--- config.mk ---
export PLATFORM = sky130hd
export DESIGN_NAME = stock_ctrl_flat
export DESIGN_NICKNAME = d
export VERILOG_FILES = /design/src/rtl/stock_if.sv /design/src/rtl/stock_ctrl.sv /design/src/flat_wrapper.sv
export SDC_FILE = /design/constraint.sdc
export NUM_CORES = 1
export LEC_CHECK = 0
export ABC_AREA = 1
export CORE_MARGIN = 2
export CORE_UTILIZATION = 25
export CTS_CLUSTER_DIAMETER = 50
export DETAILED_ROUTE_END_ITERATION = 8
export PLACE_DENSITY = 0.5
export SYNTH_ARGS = -nofsm -noshare
export SYNTH_HDL_FRONTEND = slang
export SYNTH_SLANG_ARGS = --single-unit
--- constraint.sdc ---
create_clock -name clk -period 5 [get_ports clk]
set_input_delay 0.75 -clock clk [delete_from_list [all_inputs] [get_ports clk]]
set_output_delay 0.75 -clock clk [all_outputs]
set_load 0.01 [all_outputs]
--- src/rtl/stock_if.sv ---
// Operator-side bus of the stock controller: request inputs and display/status outputs.
interface stock_if;
   logic [1:0] mode;
   logic [1:0] prod_sel;
   logic [3:0] amount;
   logic       confirm;
   logic       cancel;
   logic [3:0] quant;
   logic [3:0] max_add;
   logic [7:0] sold_cnt;
   logic       seg_en;
   logic       busy;
   logic       ok;
   logic       err;

   modport master (
      output mode, prod_sel, amount, confirm, cancel,
      input  quant, max_add, sold_cnt, seg_en, busy, ok, err
   );

   modport slave (
      input  mode, prod_sel, amount, confirm, cancel,
      output quant, max_add, sold_cnt, seg_en, busy, ok, err
   );
endinterface

--- src/rtl/stock_ctrl.sv ---
// Four-product stock keeper: validates sell/restock requests, updates stock and
// sales counters, and drives a registered display view of the selected product.
//
// state  | meaning
// IDLE   | waiting for confirm
// CHECK  | request latched, range-checking amount against stock / free room
// UPDATE | writing stock and sales registers
// DONE   | ok pulse
// ERR    | err pulse
module stock_ctrl #(
   parameter int CAP  = 15,
   parameter int INIT = 10
) (
   input  logic   clk,
   input  logic   rst,
   stock_if.slave bus
);
   localparam logic [3:0] CAP4  = 4'(CAP);
   localparam logic [3:0] INIT4 = 4'(INIT);

   typedef enum logic [2:0] {IDLE, CHECK, UPDATE, DONE, ERR} state_t;

   state_t     state, state_nxt;
   logic [3:0] stock     [4];
   logic [7:0] sales     [4];
   logic [3:0] stock_nxt [4];
   logic [7:0] sales_nxt [4];
   logic [1:0] prod_l;
   logic [3:0] amt_l;
   logic       add_l;
   logic       latch_en;
   logic [3:0] cur_stock;
   logic [3:0] room;
   logic       reject;
   logic [8:0] sales_sum;

   assign cur_stock = stock[prod_l];
   assign room      = CAP4 - cur_stock;
   assign reject    = (amt_l == 4'd0) || (add_l ? (amt_l > room) : (amt_l > cur_stock));
   assign sales_sum = {1'b0, sales[prod_l]} + {5'd0, amt_l};

   always_ff @(posedge clk or negedge rst) begin
      if (!rst) state <= IDLE;
      else      state <= state_nxt;
   end

   always_comb begin
      state_nxt = state;
      latch_en  = 1'b0;
      case (state)
         IDLE: begin
            // cancel wins over a simultaneous confirm; mode 1x is not a transaction
            if (bus.confirm && !bus.cancel && !bus.mode[1]) begin
               latch_en  = 1'b1;
               state_nxt = CHECK;
            end
         end
         CHECK: begin
            if (bus.cancel)  state_nxt = IDLE;
            else if (reject) state_nxt = ERR;
            else             state_nxt = UPDATE;
         end
         UPDATE:  state_nxt = DONE;
         DONE:    state_nxt = IDLE;
         ERR:     state_nxt = IDLE;
         default: state_nxt = IDLE;
      endcase
   end

   always_ff @(posedge clk or negedge rst) begin
      if (!rst) begin
         prod_l <= 2'd0;
         amt_l  <= 4'd0;
         add_l  <= 1'b0;
      end else if (latch_en) begin
         prod_l <= bus.prod_sel;
         amt_l  <= bus.amount;
         add_l  <= bus.mode[0];
      end
   end

   // CHECK has already bounded amt_l, so the 4-bit stock arithmetic cannot wrap
   always_comb begin
      for (int i = 0; i < 4; i++) begin
         stock_nxt[i] = stock[i];
         sales_nxt[i] = sales[i];
         if (state == UPDATE && prod_l == 2'(i)) begin
            if (add_l) begin
               stock_nxt[i] = stock[i] + amt_l;
            end else begin
               stock_nxt[i] = stock[i] - amt_l;
               sales_nxt[i] = sales_sum[8] ? 8'hFF : sales_sum[7:0];
            end
         end
      end
   end

   always_ff @(posedge clk or negedge rst) begin
      if (!rst) begin
         for (int i = 0; i < 4; i++) begin
            stock[i] <= INIT4;
            sales[i] <= 8'd0;
         end
      end else begin
         for (int i = 0; i < 4; i++) begin
            stock[i] <= stock_nxt[i];
            sales[i] <= sales_nxt[i];
         end
      end
   end

   // display reads the next-state values so an update shows the cycle after UPDATE
   always_ff @(posedge clk or negedge rst) begin
      if (!rst) begin
         bus.quant    <= INIT4;
         bus.max_add  <= CAP4 - INIT4;
         bus.sold_cnt <= 8'd0;
         bus.seg_en   <= 1'b0;
      end else begin
         bus.quant    <= stock_nxt[bus.prod_sel];
         bus.max_add  <= CAP4 - stock_nxt[bus.prod_sel];
         bus.sold_cnt <= sales_nxt[bus.prod_sel];
         bus.seg_en   <= (bus.mode != 2'b11);
      end
   end

   assign bus.busy = (state != IDLE);
   assign bus.ok   = (state == DONE);
   assign bus.err  = (state == ERR);
endmodule

--- src/flat_wrapper.sv ---
// flat-port wrapper written by rule: the top's interface ports become plain ports
module stock_ctrl_flat 
#(
   parameter int CAP  = 15,
   parameter int INIT = 10
)
  (clk, rst, bus_mode, bus_prod_sel, bus_amount, bus_confirm, bus_cancel, bus_quant, bus_max_add, bus_sold_cnt, bus_seg_en, bus_busy, bus_ok, bus_err);
  stock_if bus_i ();
  input  logic clk;
  input  logic rst;
  input wire logic [$bits(bus_i.mode)-1:0] bus_mode;
  input wire logic [$bits(bus_i.prod_sel)-1:0] bus_prod_sel;
  input wire logic [$bits(bus_i.amount)-1:0] bus_amount;
  input wire logic [$bits(bus_i.confirm)-1:0] bus_confirm;
  input wire logic [$bits(bus_i.cancel)-1:0] bus_cancel;
  output wire logic [$bits(bus_i.quant)-1:0] bus_quant;
  output wire logic [$bits(bus_i.max_add)-1:0] bus_max_add;
  output wire logic [$bits(bus_i.sold_cnt)-1:0] bus_sold_cnt;
  output wire logic [$bits(bus_i.seg_en)-1:0] bus_seg_en;
  output wire logic [$bits(bus_i.busy)-1:0] bus_busy;
  output wire logic [$bits(bus_i.ok)-1:0] bus_ok;
  output wire logic [$bits(bus_i.err)-1:0] bus_err;
  assign bus_i.mode = bus_mode;
  assign bus_i.prod_sel = bus_prod_sel;
  assign bus_i.amount = bus_amount;
  assign bus_i.confirm = bus_confirm;
  assign bus_i.cancel = bus_cancel;
  assign bus_quant = bus_i.quant;
  assign bus_max_add = bus_i.max_add;
  assign bus_sold_cnt = bus_i.sold_cnt;
  assign bus_seg_en = bus_i.seg_en;
  assign bus_busy = bus_i.busy;
  assign bus_ok = bus_i.ok;
  assign bus_err = bus_i.err;
  stock_ctrl #(.CAP(CAP), .INIT(INIT)) u_core (.clk(clk), .rst(rst), .bus(bus_i));
endmodule
==> results by group, run 1 <==
Outcome
  – Status: finished clean

Global routing
  – Vias in the first global route: 4003
  – Overflow left after global routing: 0
  – Largest net degree at the start of global routing: 43
  – Global Route Usage Sum: 13.9%
  – First-pass GRT wire length: 21200 um
  – Antenna violations before repair: 0

Setup path
  – Critical R2R Launch: u_core.prod_l[1]$_DFFE_PN0P_
  – CP Capture Point: u_core.bus.sold_cnt[4]$_DFF_PN0_
  – Critical path startpoint: u_core.prod_l[1]$_DFFE_PN0P_
  – CP Launch Type: flop
  – Crit end category: flop
  – Path depth of the worst reg2reg path: 15
  – Critical path type: reg2reg
  – CP required: 5.23 ns
  – Worst reg2reg path endpoint: u_core.bus.sold_cnt[4]$_DFF_PN0_
  – R2r setup slk: 1.68 ns
  – Crit path DAT: 3.55 ns
  – CP Max Fanout: 11

CTS
  – H-Tree Level Count: 3
  – Post-CTS Resized: 0
  – Setup Buffers After CTS: 0
  – Hold_buf cts: 0
  – Max clock buf depth: 2
  – TritonCTS Buffers: 9
  – Clk Latency, worst-skew pair: 0.34 ns
  – Clk sinks: 75
  – TritonCTS clock tree: done
  – Clock transition at path regs: 0.06 ns
  – Clock root buffer: clkbuf_16

Floorplanning
  – Row cnt: 50
  – # IOs: 32
  – Die W: 142 um
  – Total Die Area: 0.0203 mm^2
  – Initial Util: 25.5%
  – Die height: 142 um
  – Core ar.: 0.0188 mm^2

Synth
  – Synth Area in Simple Gates: 32.9%
  – Synth async-reset ratio: 100%
  – Post-synthesis compound-gate area fraction: 9.89%
  – Sequential fraction of the synthesis area: 39.6%
  – Netlist cell types: 39
  – Post-Synth Adder-Cell Area: 8.63%
  – Synthesized area: 0.00478 mm^2
  – Synthesized net count: 639
  – Largest family of logic cells by synthesized area: simple AND/OR/NAND/NOR gates
  – Synth Instances: 597
  – Avg Inst Size Synth: 8.01 um^2
  – XOR/XNOR Fraction of Synth Area: 1.28%
  – Main synth FF type: dfrtp_1
  – Yosys warnings: 0
  – Post-synthesis mux area share: 0%
  – Synthesized flop and latch total: 75
  – EDFF count, synth: 0

Cells and area
  – Area Growth Syn to Fin: 16.2%
  – Ant diodes: 0
  – Layout cells sized above 1: 12.4%
  – Final net count: 668

Route
  – Antenna-violating nets left: 0
  – Drt total wl: 13000 um
  – DR vias: 3917
  – Met2 routed WL: 6000 um
  – Top Metal Used: met4
  – DR WL met3: 472 um
  – Vias per cell: 4.53
  – Starting DRC count in detailed routing: 281
  – DRC Markers: 0
  – Met1 Wirelength: 6300 um
  – First-pass detailed-route iteration total: 4
  – Wire per inst: 15.0 um

Min path
  – Worst Hold Class: in2async

STA
  – Fmax: 302 MHz
  – Max-slew headroom: 34.4%
  – Clk_skew: 0.00649 ns
  – Setup-failing EPs final: 0
  – Minimum clock period after layout: 3.32 ns
  – Final hold vios: 0
  – Final Cycle Share: 66.3%
  – Least-Margin Pin Slew: 0.983 ns
  – TNS Setup: 0 ns
  – Setup ws final: 1.68 ns
  – RSZ-0062 raised after global routing: no
  – Count of pins over their slew limit: 0

Power and ir drop
  – Leakage: 2.68 nW
  – Peak VDD IR: 0.257 mV
  – Power density over the cells: 674 mW/mm^2

Placed design
  – Dpl ws: 1.74 ns
  – Port buffer count: 31
  – Post-DP HPWL: 8800 um
  – GP Congestion: 0.821

Run
  – Maxcap violations: 0
## layout by cell type (no fill, tap or decap), drive strengths merged, types with 2 or more instances in the layout
| cell type | Yosys | layout |
|---|---|---|
| dfrtp | 63 | 63 |
| fa | 5 | 5 |
| o21a | 13 | 13 |
| a21o | 2 | 2 |
| nand3b | 2 | 2 |
| buf | 15 | 6 |
| o211ai | 12 | 12 |
| inv | 65 | 65 |
| xnor2 | 5 | 5 |
| a22oi | 9 | 9 |
| clkinv | 0 | 3 |
| clkbuf | 3 | 12 |
| o22ai | 3 | 3 |
| or2 | 14 | 14 |
| nand2 | 164 | 164 |
| a21oi | 16 | 16 |
| nand4 | 3 | 3 |
| o21ai | 18 | 18 |
| nand3 | 86 | 86 |
| and2 | 19 | 19 |
| nor2 | 36 | 36 |
| dfstp | 12 | 12 |
| xor2 | 2 | 2 |
| clkdlybuf4s50 | 0 | 30 |
| ha | 25 | 25 |
## cell families after synthesis
family,Yosys count
AOI/OAI and AO/OA,75
xor gates and xnor gates,7
buffers and inverters,83
adders and majority gates,30
and+or+nand+nor,327
DFF,75
## worst min-delay path by stage
| stage | endpoint | slack, ns |
|---|---|---|
| after floorplan | u_core.add_l$_DFFE_PN0P_ | 0.45 |
| after global placement | u_core.stock[7]$_DFF_PN1_ | 0.48 |
| after detailed placement | u_core.stock[15]$_DFF_PN1_ | 0.48 |
| after CTS | u_core.state[1]$_DFFE_PN0P_ | 0.37 |
| after global routing | u_core.state[1]$_DFFE_PN0P_ | 0.39 |
| final | u_core.state[2]$_DFFE_PN0P_ | 0.35 |
## critical path, stage by stage, from the launching register on
cell	delay, ns
dfrtp_1	0.65
inv_2	0.20
nand2_4	0.15
inv_1	0.16
a22oi_1	0.18
nand2_1	0.08
ha_1	0.21
fa_1	0.41
nand3_1	0.10
nand3_1	0.13
xor2_1	0.45
nand3_1	0.17
o211ai_1	0.13
nand2_1	0.07
nand2_1	0.06
nand2_1	0.05
## metrics by stage
step / total power [mW] / util [%] / std cells / cell area (um^2) / hold WS (ns)
floorplan: 2.57 / - / 597 / 4780 / 0.454
global placement: 3.16 / 28.2 / 849 / 5300 / 0.476
detailed placement: 3.15 / 28.2 / 849 / 5300 / 0.478
CTS: 3.78 / 29.6 / 864 / 5560 / 0.373
global route: 4.13 / 29.6 / 864 / 5560 / 0.393
finish: 3.74 / 29.6 / 864 / 5560 / 0.355
## layout make-up
cell class	count	area [um^2]
clock buffer	12	246
clock inverter	3	15.0
fill	2049	13200
inverter	65	244
multi-input combinational	439	2520
sequential	75	1890
tap	234	293
timing repair buffer	36	345
## layer usage
| layer | track usage, % | up-vias |
|---|---|---|
| met5 | 0 | - |
| met4 | 4.90 | 0 |
| met1 | 18.7 | 1830 |
| li1 | - | 2021 |
| met3 | 2.52 | 12 |
| met2 | 22.4 | 54 |
## flip-flops by register name, summed over array words and instances, names as in the netlist
register and count:
u_core.bus.quant 4, u_core.bus.max_add 4, u_core.bus.seg_en 1, u_core.add_l 1
u_core.sales 32, u_core.stock 16, u_core.bus.sold_cnt 8, u_core.amt_l 4
u_core.state 3, u_core.prod_l 2
## cells in the mapped netlist, types with 2 or more instances
master,number,area share (%)
a21o_1,2,0.31
a21oi_1,16,1.7
a22oi_1,9,1.4
and2_1,19,2.5
buf_2,6,0.63
buf_4,5,0.79
buf_6,4,0.94
clkbuf_1,2,0.16
dfrtp_1,63,33
dfstp_2,12,6.6
fa_1,5,2.1
ha_1,25,6.5
inv_1,57,4.5
inv_2,8,0.63
nand2_1,156,12
nand2_2,6,0.79
nand2_4,2,0.47
nand3_1,82,8.6
nand3_2,3,0.63
nand3b_1,2,0.31
nand4_1,3,0.39
nor2_1,24,1.9
nor2_2,5,0.65
nor2_4,6,1.4
o211ai_1,12,1.9
o21a_1,13,2.0
o21ai_0,18,1.9
o22ai_1,3,0.39
or2_2,14,1.8
xnor2_1,5,0.92
xor2_1,2,0.37
## where the power goes
part | leakage (nW) | switching (mW) | total, mW | internal, mW
clock | 0.132 | 0.253 | 0.598 | 0.345
sequential | 0.923 | 0.234 | 1.11 | 0.881
combinational | 1.63 | 1.22 | 2.03 | 0.809
total | 2.68 | 1.71 | 3.74 | 2.03
(Power assumes the default switching activity.)
==> run 2: changes to the inputs <==
==> constraint.sdc (replaced) <==
create_clock -name clk -period 3.4 [get_ports clk]
set_input_delay 0.51 -clock clk [delete_from_list [all_inputs] [get_ports clk]]
set_output_delay 0.51 -clock clk [all_outputs]
set_load 0.01 [all_outputs]
==> run 2 against run 1 <==
Net effect:
- design area rose by 1.5%
- first-iteration DRC count is 16% higher
- wire length down 1.5%
- combinational power increased by 50%
- clock-buffer cell count fell by 2
- total power is 52% higher
- sequential share of layout area shrank 0.50 points
==> results by group, run 2 (synthesis results as in run 1) <==
Route
  – Antenna-violating nets left: 0
  – Drt total wl: 12800 um
  – DRC Markers: 0
  – DR WL met3: 623 um
  – Wire per inst: 14.7 um
  – DR vias: 3917
  – Vias per cell: 4.51
  – First-pass detailed-route iteration total: 5
  – Starting DRC count in detailed routing: 325
  – Top Metal Used: met4
  – Met2 routed WL: 5720 um
  – Met1 Wirelength: 6320 um

Placed design
  – Post-DP HPWL: 8720 um
  – Port buffer count: 31
  – Placed inst area: 0.00532 mm^2
  – GP Congestion: 0.825

Cells and area
  – Commonest non-fill, non-tap cell in the layout: nand2_1
  – Commonest cells after routing, fill and taps aside: 156 x nand2_1, 82 x nand3_1, 63 x dfrtp_1
  – Layout cells sized above 1: 13.1%
  – Top reg by flops: u_core.sales
  – Fin area: 0.00564 mm^2
  – Largest register FFs: 32
  – Final core area utilization: 30.0%
  – Top flop regs: u_core.sales x32, u_core.stock x16, u_core.bus.sold_cnt x8
  – Ant diodes: 0
  – Area Growth Syn to Fin: 17.9%
  – Final net count: 672

STA
  – Minimum clock period after layout: 2.94 ns
  – WHS: 0.331 ns
  – RSZ-0062 raised after global routing: no
  – Fmax: 340 MHz
  – Final Cycle Share: 86.6%
  – Final hold vios: 0
  – Setup-failing EPs final: 0
  – Count of pins over their slew limit: 0
  – Least-Margin Pin Slew: 1.02 ns
  – Clk_skew: 0.0161 ns
  – TNS Setup: 0 ns
  – Max-slew headroom: 32.0%

Global routing
  – Largest net degree at the start of global routing: 76
  – First-pass GRT wire length: 21200 um
  – Global Route Usage Sum: 13.8%
  – Vias in the first global route: 3881
  – Overflow left after global routing: 0
  – Antenna violations before repair: 0

Setup path
  – Critical R2R Launch: u_core.prod_l[1]$_DFFE_PN0P_
  – Crit path DAT: 3.19 ns
  – Critical path type: reg2reg
  – R2r setup slk: 0.46 ns
  – CP Launch Type: flop
  – Crit end category: flop
  – Worst reg2reg path endpoint: u_core.bus.sold_cnt[4]$_DFF_PN0_
  – CP required: 3.64 ns
  – Path depth of the worst reg2reg path: 15
  – CP Max Fanout: 7

CTS
  – TritonCTS Buffers: 9
  – TritonCTS clock tree: done
  – Setup Buffers After CTS: 0
  – Clock transition at path regs: 0.07 ns
  – H-Tree Level Count: 3
  – Post-CTS Resized: 0
  – Clk Latency, worst-skew pair: 0.36 ns
  – Clk sinks: 75
  – Max clock buf depth: 2
  – Clock root buffer: clkbuf_16
  – Hold_buf cts: 0

Floorplanning
  – Die height: 142 um
  – Core ar.: 0.0188 mm^2
  – Total Die Area: 0.0203 mm^2
  – # IOs: 32
  – Initial Util: 25.5%
  – Die W: 142 um
  – Row cnt: 50

Run
  – Maxcap violations: 0

Outcome
  – Status: finished clean

Power and ir drop
  – Leakage: 2.73 nW
  – Peak VDD IR: 0.353 mV
  – Power density over the cells: 1010 mW/mm^2
  – Total power: 5.68 mW

Min path
  – Worst Hold Class: in2async
## run 2: final cells by class
cell class | instances | area [um^2]
Clock inverter | 5 | 77.6
Clock buffer | 10 | 239
Fill cell | 2004 | 13100
Tap cell | 234 | 293
Sequential cell | 75 | 1890
Inverter | 65 | 244
Multi-Input combinational cell | 439 | 2520
Timing Repair Buffer | 40 | 375
## run 2: where the power goes
| group | total (mW) | switching, mW | internal, mW |
|---|---|---|---|
| Combinational | 3.04 | 1.82 | 1.22 |
| Sequential | 1.59 | 0.298 | 1.30 |
| Clock | 1.05 | 0.394 | 0.656 |
| Total | 5.68 | 2.51 | 3.17 |
## run 2: layer usage
metal | vias to the layer above | GRT usage, %
li1 | 2020 | -
met4 | 0 | 5.26
met2 | 69 | 21.6
met5 | - | 0
met3 | 6 | 2.79
met1 | 1822 | 18.8
## run 2: through the flow
step / std cells / worst slack (ns)
global placement: 853 / 0.528
finish: 868 / 0.455
floorplan: 597 / 0.813
detailed placement: 853 / 0.466
global route: 868 / 0.155
CTS: 868 / 0.438
## run 2: worst max path at each step
stage,from,to,slack [ns]
after floorplan,u_core.prod_l[0]$_DFFE_PN0P_,u_core.bus.sold_cnt[3]$_DFF_PN0_,0.81
after global placement,u_core.prod_l[0]$_DFFE_PN0P_,u_core.bus.sold_cnt[1]$_DFF_PN0_,0.53
after detailed placement,u_core.prod_l[1]$_DFFE_PN0P_,u_core.bus.sold_cnt[0]$_DFF_PN0_,0.47
after CTS,u_core.prod_l[1]$_DFFE_PN0P_,u_core.bus.sold_cnt[4]$_DFF_PN0_,0.44
after global routing,u_core.prod_l[1]$_DFFE_PN0P_,u_core.bus.sold_cnt[0]$_DFF_PN0_,0.16
final,u_core.prod_l[1]$_DFFE_PN0P_,u_core.bus.sold_cnt[4]$_DFF_PN0_,0.46
## run 2: critical path, stage by stage (launching register included)
cell	delay, ns
dfrtp_1	0.51
inv_2	0.15
nand2_4	0.12
inv_1	0.13
a22oi_1	0.16
nand2_1	0.07
ha_1	0.21
fa_1	0.41
nand3_1	0.10
nand3_1	0.12
xor2_1	0.40
nand3_1	0.16
o211ai_1	0.11
nand2_1	0.07
nand2_1	0.06
nand2_1	0.05
